`src/rtl/signed_div4_seq_flags_pkg.sv`:
```
// Shared types and constants for the sequential signed divider.
// The optional macro DIV4_FAST_PATH_EN is consumed by signed_div4_seq_flags.sv.
package div_pkg;

  localparam int DEFAULT_WIDTH = 4;
  localparam logic [DEFAULT_WIDTH-1:0] MIN_VAL = {1'b1, {(DEFAULT_WIDTH-1){1'b0}}};

  typedef enum logic [1:0] {
    IDLE = 2'd0,
    DIV  = 2'd1,
    FIX  = 2'd2
  } div_state_t;

  typedef struct packed {
    logic zero;
    logic negative;
    logic carry;
    logic overflow;
  } div_flags_t;

endpackage

```
`src/rtl/signed_div4_seq_flags_if.sv`:
```
// Start/done handshake and result bus between the ALU datapath and the divider.
interface signed_div4_seq_flags_if #(
  parameter int WIDTH = 4
);
  logic             start;
  logic [WIDTH-1:0] a;
  logic [WIDTH-1:0] b;
  logic             busy;
  logic             done;
  logic [WIDTH-1:0] quotient;
  logic [WIDTH-1:0] remainder;
  logic             zero;
  logic             negative;
  logic             carry;
  logic             overflow;

  modport master (
    output start, a, b,
    input  busy, done, quotient, remainder, zero, negative, carry, overflow
  );

  modport slave (
    input  start, a, b,
    output busy, done, quotient, remainder, zero, negative, carry, overflow
  );
endinterface

```
`src/rtl/signed_div4_seq_flags_div_step.sv`:
```
// One combinational restoring-division step on unsigned magnitudes.
module div_step #(
  parameter int WIDTH = 4
) (
  input  logic [WIDTH-1:0] rem,
  input  logic             bit_in,
  input  logic [WIDTH:0]   divisor,
  output logic [WIDTH-1:0] rem_next,
  output logic             q_bit
);

  // The shifted remainder stays below 2*divisor, so the kept value always fits WIDTH bits.
  always_comb begin
    q_bit    = ({rem, bit_in} >= divisor);
    rem_next = q_bit ? WIDTH'({rem, bit_in} - divisor) : WIDTH'({rem, bit_in});
  end

endmodule

```
`src/rtl/signed_div4_seq_flags.sv`:
```
// Sequential signed divider with ALU flags: IDLE -> DIV (WIDTH steps) -> FIX -> IDLE.
// Define DIV4_FAST_PATH_EN to bypass DIV when a==0 or b==0.
module signed_div4_seq_flags
  import div_pkg::*;
#(
  parameter int WIDTH = DEFAULT_WIDTH
) (
  input logic                    clk,
  input logic                    rst,
  signed_div4_seq_flags_if.slave bus
);

  localparam int CW = (WIDTH > 2) ? $clog2(WIDTH) : 1;
  localparam logic [WIDTH-1:0] ONE_W = {{(WIDTH-1){1'b0}}, 1'b1};
  localparam logic [WIDTH:0]   ONE_X = {{WIDTH{1'b0}}, 1'b1};
  localparam logic [WIDTH-1:0] MIN_W = {1'b1, {(WIDTH-1){1'b0}}};

  div_state_t       state;
  logic [CW-1:0]    cnt;
  logic [WIDTH-1:0] dvd_mag;
  logic [WIDTH:0]   dvs_mag;
  logic [WIDTH-1:0] rem_mag;
  logic [WIDTH-1:0] q_mag;
  logic [WIDTH-1:0] a_lat;
  logic             sign_q;
  logic             sign_r;
  logic             div0;
  logic             ovf;

  logic [WIDTH-1:0] quotient_r;
  logic [WIDTH-1:0] remainder_r;
  div_flags_t       flags_r;
  logic             done_r;

  logic [WIDTH-1:0] a_abs;
  logic [WIDTH:0]   b_ext;
  logic [WIDTH:0]   b_abs;
  logic [WIDTH-1:0] rem_next;
  logic             q_bit;
  logic [WIDTH-1:0] q_fix;
  logic [WIDTH-1:0] r_fix;
  logic [WIDTH-1:0] q_out;
  logic [WIDTH-1:0] r_out;

  // |MIN| = 2^(WIDTH-1) is still exact as an unsigned WIDTH-bit dividend magnitude.
  always_comb begin
    a_abs = bus.a[WIDTH-1] ? (~bus.a + ONE_W) : bus.a;
    b_ext = {bus.b[WIDTH-1], bus.b};
    b_abs = b_ext[WIDTH] ? (~b_ext + ONE_X) : b_ext;
  end

  div_step #(.WIDTH(WIDTH)) u_step (
    .rem      (rem_mag),
    .bit_in   (dvd_mag[cnt]),
    .divisor  (dvs_mag),
    .rem_next (rem_next),
    .q_bit    (q_bit)
  );

  always_comb begin
    q_fix = sign_q ? (~q_mag + ONE_W) : q_mag;
    r_fix = sign_r ? (~rem_mag + ONE_W) : rem_mag;
    q_out = div0 ? '0 : q_fix;
    r_out = div0 ? a_lat : r_fix;
  end

`ifdef DIV4_FAST_PATH_EN
  logic fast;
  assign fast = (bus.a == '0) || (bus.b == '0);
`endif

  always_ff @(posedge clk) begin
    if (rst) begin
      state       <= IDLE;
      cnt         <= '0;
      dvd_mag     <= '0;
      dvs_mag     <= '0;
      rem_mag     <= '0;
      q_mag       <= '0;
      a_lat       <= '0;
      sign_q      <= 1'b0;
      sign_r      <= 1'b0;
      div0        <= 1'b0;
      ovf         <= 1'b0;
      quotient_r  <= '0;
      remainder_r <= '0;
      flags_r     <= '0;
      done_r      <= 1'b0;
    end else begin
      done_r <= 1'b0;
      case (state)
        IDLE: begin
          if (bus.start) begin
            dvd_mag <= a_abs;
            dvs_mag <= b_abs;
            a_lat   <= bus.a;
            sign_q  <= bus.a[WIDTH-1] ^ bus.b[WIDTH-1];
            sign_r  <= bus.a[WIDTH-1];
            div0    <= (bus.b == '0);
            ovf     <= (bus.a == MIN_W) && (bus.b == '1);
            rem_mag <= '0;
            q_mag   <= '0;
            cnt     <= CW'(WIDTH - 1);
`ifdef DIV4_FAST_PATH_EN
            state   <= fast ? FIX : DIV;
`else
            state   <= DIV;
`endif
          end
        end
        DIV: begin
          rem_mag      <= rem_next;
          q_mag[cnt]   <= q_bit;
          cnt          <= cnt - CW'(1);
          if (cnt == '0) state <= FIX;
        end
        FIX: begin
          quotient_r        <= q_out;
          remainder_r       <= r_out;
          flags_r.zero      <= (q_out == '0);
          flags_r.negative  <= q_out[WIDTH-1];
          flags_r.carry     <= div0;
          flags_r.overflow  <= ovf;
          done_r            <= 1'b1;
          state             <= IDLE;
        end
        default: state <= IDLE;
      endcase
    end
  end

  assign bus.busy      = (state != IDLE);
  assign bus.done      = done_r;
  assign bus.quotient  = quotient_r;
  assign bus.remainder = remainder_r;
  assign bus.zero      = flags_r.zero;
  assign bus.negative  = flags_r.negative;
  assign bus.carry     = flags_r.carry;
  assign bus.overflow  = flags_r.overflow;

endmodule

```
`src/flat_wrapper.sv`:
```
// flat-port wrapper written by rule: the top's interface ports become plain ports
module signed_div4_seq_flags_flat import div_pkg::*;
#(
  parameter int WIDTH = DEFAULT_WIDTH
)
  (clk, rst, bus_start, bus_a, bus_b, bus_busy, bus_done, bus_quotient, bus_remainder, bus_zero, bus_negative, bus_carry, bus_overflow);
  signed_div4_seq_flags_if #(.WIDTH(WIDTH)) bus_i ();
  input logic clk;
  input logic rst;
  input wire logic [$bits(bus_i.start)-1:0] bus_start;
  input wire logic [$bits(bus_i.a)-1:0] bus_a;
  input wire logic [$bits(bus_i.b)-1:0] bus_b;
  output wire logic [$bits(bus_i.busy)-1:0] bus_busy;
  output wire logic [$bits(bus_i.done)-1:0] bus_done;
  output wire logic [$bits(bus_i.quotient)-1:0] bus_quotient;
  output wire logic [$bits(bus_i.remainder)-1:0] bus_remainder;
  output wire logic [$bits(bus_i.zero)-1:0] bus_zero;
  output wire logic [$bits(bus_i.negative)-1:0] bus_negative;
  output wire logic [$bits(bus_i.carry)-1:0] bus_carry;
  output wire logic [$bits(bus_i.overflow)-1:0] bus_overflow;
  assign bus_i.start = bus_start;
  assign bus_i.a = bus_a;
  assign bus_i.b = bus_b;
  assign bus_busy = bus_i.busy;
  assign bus_done = bus_i.done;
  assign bus_quotient = bus_i.quotient;
  assign bus_remainder = bus_i.remainder;
  assign bus_zero = bus_i.zero;
  assign bus_negative = bus_i.negative;
  assign bus_carry = bus_i.carry;
  assign bus_overflow = bus_i.overflow;
  signed_div4_seq_flags #(.WIDTH(WIDTH)) u_core (.clk(clk), .rst(rst), .bus(bus_i));
endmodule
```
`config.mk`:
```
export PLATFORM = sky130hd
export DESIGN_NAME = signed_div4_seq_flags_flat
export DESIGN_NICKNAME = d
export VERILOG_FILES = /design/src/rtl/signed_div4_seq_flags_pkg.sv /design/src/rtl/signed_div4_seq_flags_if.sv /design/src/rtl/signed_div4_seq_flags_div_step.sv /design/src/rtl/signed_div4_seq_flags.sv /design/src/flat_wrapper.sv
export SDC_FILE = /design/constraint.sdc
export NUM_CORES = 1
export LEC_CHECK = 0
export BUFFER_PORTS_ARGS = -buffer_cell sky130_fd_sc_hd__clkbuf_2
export CORE_ASPECT_RATIO = 2
export CORE_MARGIN = 2
export CORE_UTILIZATION = 30
export CTS_BUF_LIST = sky130_fd_sc_hd__clkbuf_16
export DETAILED_ROUTE_END_ITERATION = 12
export GPL_ROUTABILITY_DRIVEN = 0
export HOLD_SLACK_MARGIN = 0.08
export SYNTH_ARGS = -nofsm -noshare
export SYNTH_HDL_FRONTEND = slang
export SYNTH_SLANG_ARGS = --single-unit
```
`constraint.sdc`:
```
create_clock -name clk -period 2.4 [get_ports clk]
set_input_delay 0.24 -clock clk [delete_from_list [all_inputs] [get_ports clk]]
set_output_delay 0.24 -clock clk [all_outputs]
set_load 0.02 [all_outputs]
```
==> key figures <==
Floorplan
  – Die Area: ~7600 µm²
  – # rows: between 40 and 50
  – Die W: 62.6 µm
  – CORE AREA: 6620 µm²
  – Die Y-Extent: 121 µm
  – Initial Util: a little under a third
  – Num ports: 25

Synthesis
  – Post-synth top area share: 38.0%
  – Synthesized instance count: 245
  – Synth Cell Area: 2060 µm²
  – Ys Warns: 0
  – Unique masters post-synth: 43
  – Async SR Flop Fraction: 0%
  – Dominant synthesized flop cell: dfxtp_1
  – Post-Syn Nets: about 270
  – Cell taking the most area after synthesis: dfxtp_1
  – Seq/Total Area, Yosys: 38.0%
  – Synth Register Bits: 39
  – Most area-consuming cells after synthesis: dfxtp_1 (38%), ha_1 (8.5%), nand2_1 (6.9%)
  – Most numerous cell in the Yosys netlist: dfxtp_1
  – Number of synthesized flops with an enable pin: 0
  – List of most frequent post-synthesis cells: dfxtp_1 (39), nand2_1 (38), a21oi_1 (26)
  – Avg Cell Area, Syn: 8.40 µm²

Clock tree
  – Htree depth: 2
  – Max Root-Sink Buffers: 2
  – Clock Latency Late Sink: 0.28 ns
  – Clk slew on worst S/H paths: 0.06 ns
  – Cts bufs inserted: 5
  – CTS tree: yes
  – # Post-CTS Setup Buffers: 0
  – Post-CTS Resized: 0
  – CTS Hold Bufs: 0
  – Sink Count: 39
  – Root buf cell: clkbuf_16

STA
  – Final WS setup: approximately 0.19 ns
  – Relative slew slack: about 54%
  – Fmax achieved: 0.452 GHz
  – Hold Violations, Final: 0
  – Fin Hold WS: 0.221 ns
  – Period utilisation layout: 92.2%
  – Final Skew: 0.00420 ns
  – Worst-Margin Slew: 0.689 ns
  – Setup_tns: 0 ns
  – Final min period: between 2 and 2.5 ns
  – Final setup violation count: 0
  – Final Slew Violations: 0
  – RSZ-0062 raised after global routing: false

Global route
  – GRT busiest layer: met2
  – Largest net degree at the start of global routing: 37
  – First-pass GRT wire length: 7400 µm
  – Antenna violations before repair: 0
  – Grt ovf: 0
  – Met2 Track Usage GR: 23.0%
  – GR Util met3: 2.04%
  – Vias in the first global route: around 1,600
  – GRT Overall Usage: 12.5%
  – Met1 usage: 12.9%

Power
  – Clock network fraction of design power: 41.9%
  – Worst IR Drop VDD: between 0.3 and 0.4 mV
  – Static Leak: roughly 0.95 nW
  – Sequential power share: 40.6%
  – PD cells: about 730 nW/µm²
  – Switch Pwr: 0.000470 W
  – Tot Pwr: 0.00176 W
  – Logic pwr share: approximately 18%
  – Int Pwr: about 0.0013 W
  – Switching share of power: 26.7%

Critical path
  – Crit path DAT: 2.38 ns
  – Worst Path Required: 2.57 ns
  – Kind of start point of the critical path: register
  – Crit. End Element: register
  – Worst-path fanout max: 10
  – Setup CP Type: register to register
  – Worst stage delay on the critical path: 0.52 ns
  – Buf/Inv on CP: 1
  – Delay-heaviest family, CP: multiplexers
  – Cell chain of the critical path: mux4_2 > inv_1 > ha_1 > nor2b_1 > o21bai_2 > or2_1 > a221o_1
  – Crit path max-delay cell type: mux4_2

Place
  – DP Wirelength: 3430 µm
  – Port Buffers: 24
  – Dpl ws: ~0.2 ns

Layout
  – Final Util: 36.6%
  – Number of fillers in the final layout: 740
  – # diodes: 0
  – Area of the multi-input gates: 1150 µm²
  – Layout cells sized above 1: 16.0%
  – Area grow syn2layout: 17.9%
  – Register Area: between 700 and 800 µm²
  – NumNets Final: 294

Detailed routing
  – DRC viols: 0
  – Avg WL per Cell: 12.1 µm
  – Detailed Route WL: 4300 µm
  – Via count: 1,727
  – Vias per cell: 4.84
  – Drt pass-1 iters: 4
  – Iteration-0 DRC count of the detailed router: 51
  – Routed Antenna Nets: 0

Hold path
  – HP Class: input port to register

Run status
  – Status: complete, no violations

Run
  – Max cap viols: 0
[stage by stage]
step / instance area (µm²) / std cells
2_1_floorplan: 2060 / 245
5_1_grt: 2430 / 357
6_report: 2430 / 357
3_5_place_dp: 2260 / 349
4_1_cts: 2430 / 357
3_3_place_gp: 2260 / 349
[tightest hold or removal path, delay by kind of cell]
kind / cells / cell delay [ns]
compound gates: 1 / 0.05
buf+inv: 1 / 0.11
simple gates: 1 / 0.06
[cell type report]
class                           count  share of cell area (%)
Clock buffer                        5                    5.16
Clock inverter                      3                    1.60
Inverter                           18                    2.78
Multi-Input combinational cell    176                    47.6
Sequential cell                    39                    32.2
Tap cell                           88                    4.54
Timing Repair Buffer               28                    6.19
[cells in the final DEF, fill, tap and decap left out, types with 2 or more instances in the layout]
| cell | n |
|---|---|
| nand3_1 | 2 |
| mux2i_1 | 5 |
| nand4_1 | 2 |
| nor2b_1 | 7 |
| o211ai_1 | 8 |
| a211oi_1 | 8 |
| xor2_1 | 2 |
| xnor2_1 | 6 |
| or3_1 | 3 |
| a21oi_1 | 26 |
| clkbuf_2 | 24 |
| or2_1 | 2 |
| nand2_1 | 38 |
| clkbuf_16 | 5 |
| o21ai_0 | 4 |
| nor3_1 | 3 |
| ha_1 | 14 |
| nor2_1 | 19 |
| dfxtp_1 | 39 |
| nand2b_1 | 6 |
| nor3b_2 | 2 |
| inv_1 | 18 |
| buf_4 | 4 |
[worst paths after layout]
check                         start                      to  slack (ns)  cells past startpoint
min reg2reg  u_core.bus.quotient[2]  u_core.bus.quotient[2]        0.45                      2
min                        bus_a[2]         u_core.a_lat[2]        0.22                      3
max                   u_core.cnt[0]       u_core.rem_mag[0]        0.19                      7
max reg2reg           u_core.cnt[0]       u_core.rem_mag[0]        0.19                      7
[metal layers]
metal	routed length (µm)	vias to the layer above	share of wire [%]
li1	-	888	-
met1	1680	802	39
met2	2370	29	55
met3	140	8	3.3
met4	114	0	2.6
met5	0	-	0
[power by group through the flow]
stage	clock [W]	combinational (W)	sequential [W]
floorplan	0	0.000229	0.000725
CTS	0.000755	0.000312	0.000716
global route	0.000782	0.000349	0.000722
finish	0.000738	0.000308	0.000715
global placement	0	0.000306	0.000729
detailed placement	0	0.000310	0.000731
[sequential cells by signal (all words and copies together), names as in the netlist]
register              cells
u_core.dvs_mag            5
u_core.div0               1
u_core.sign_q             1
u_core.cnt                2
u_core.rem_mag            4
u_core.bus.zero           1
u_core.bus.carry          1
u_core.sign_r             1
u_core.bus.quotient       3
u_core.bus.done           1
u_core.bus.overflow       1
u_core.bus.negative       1
u_core.state              2
u_core.a_lat              2
u_core.bus.remainder      4
u_core.dvd_mag            4
u_core.ovf                1
u_core.q_mag              4
[cell families after synthesis]
logic type,share of synthesized area (%)
simple gates,20.7
compound gates,18.9
buf+inv,5.96
fa+ha+maj,9.49
flops,38.0
mux,3.53
xor+xnor,3.41
Note: power is estimated with default switching activity, not from simulation.
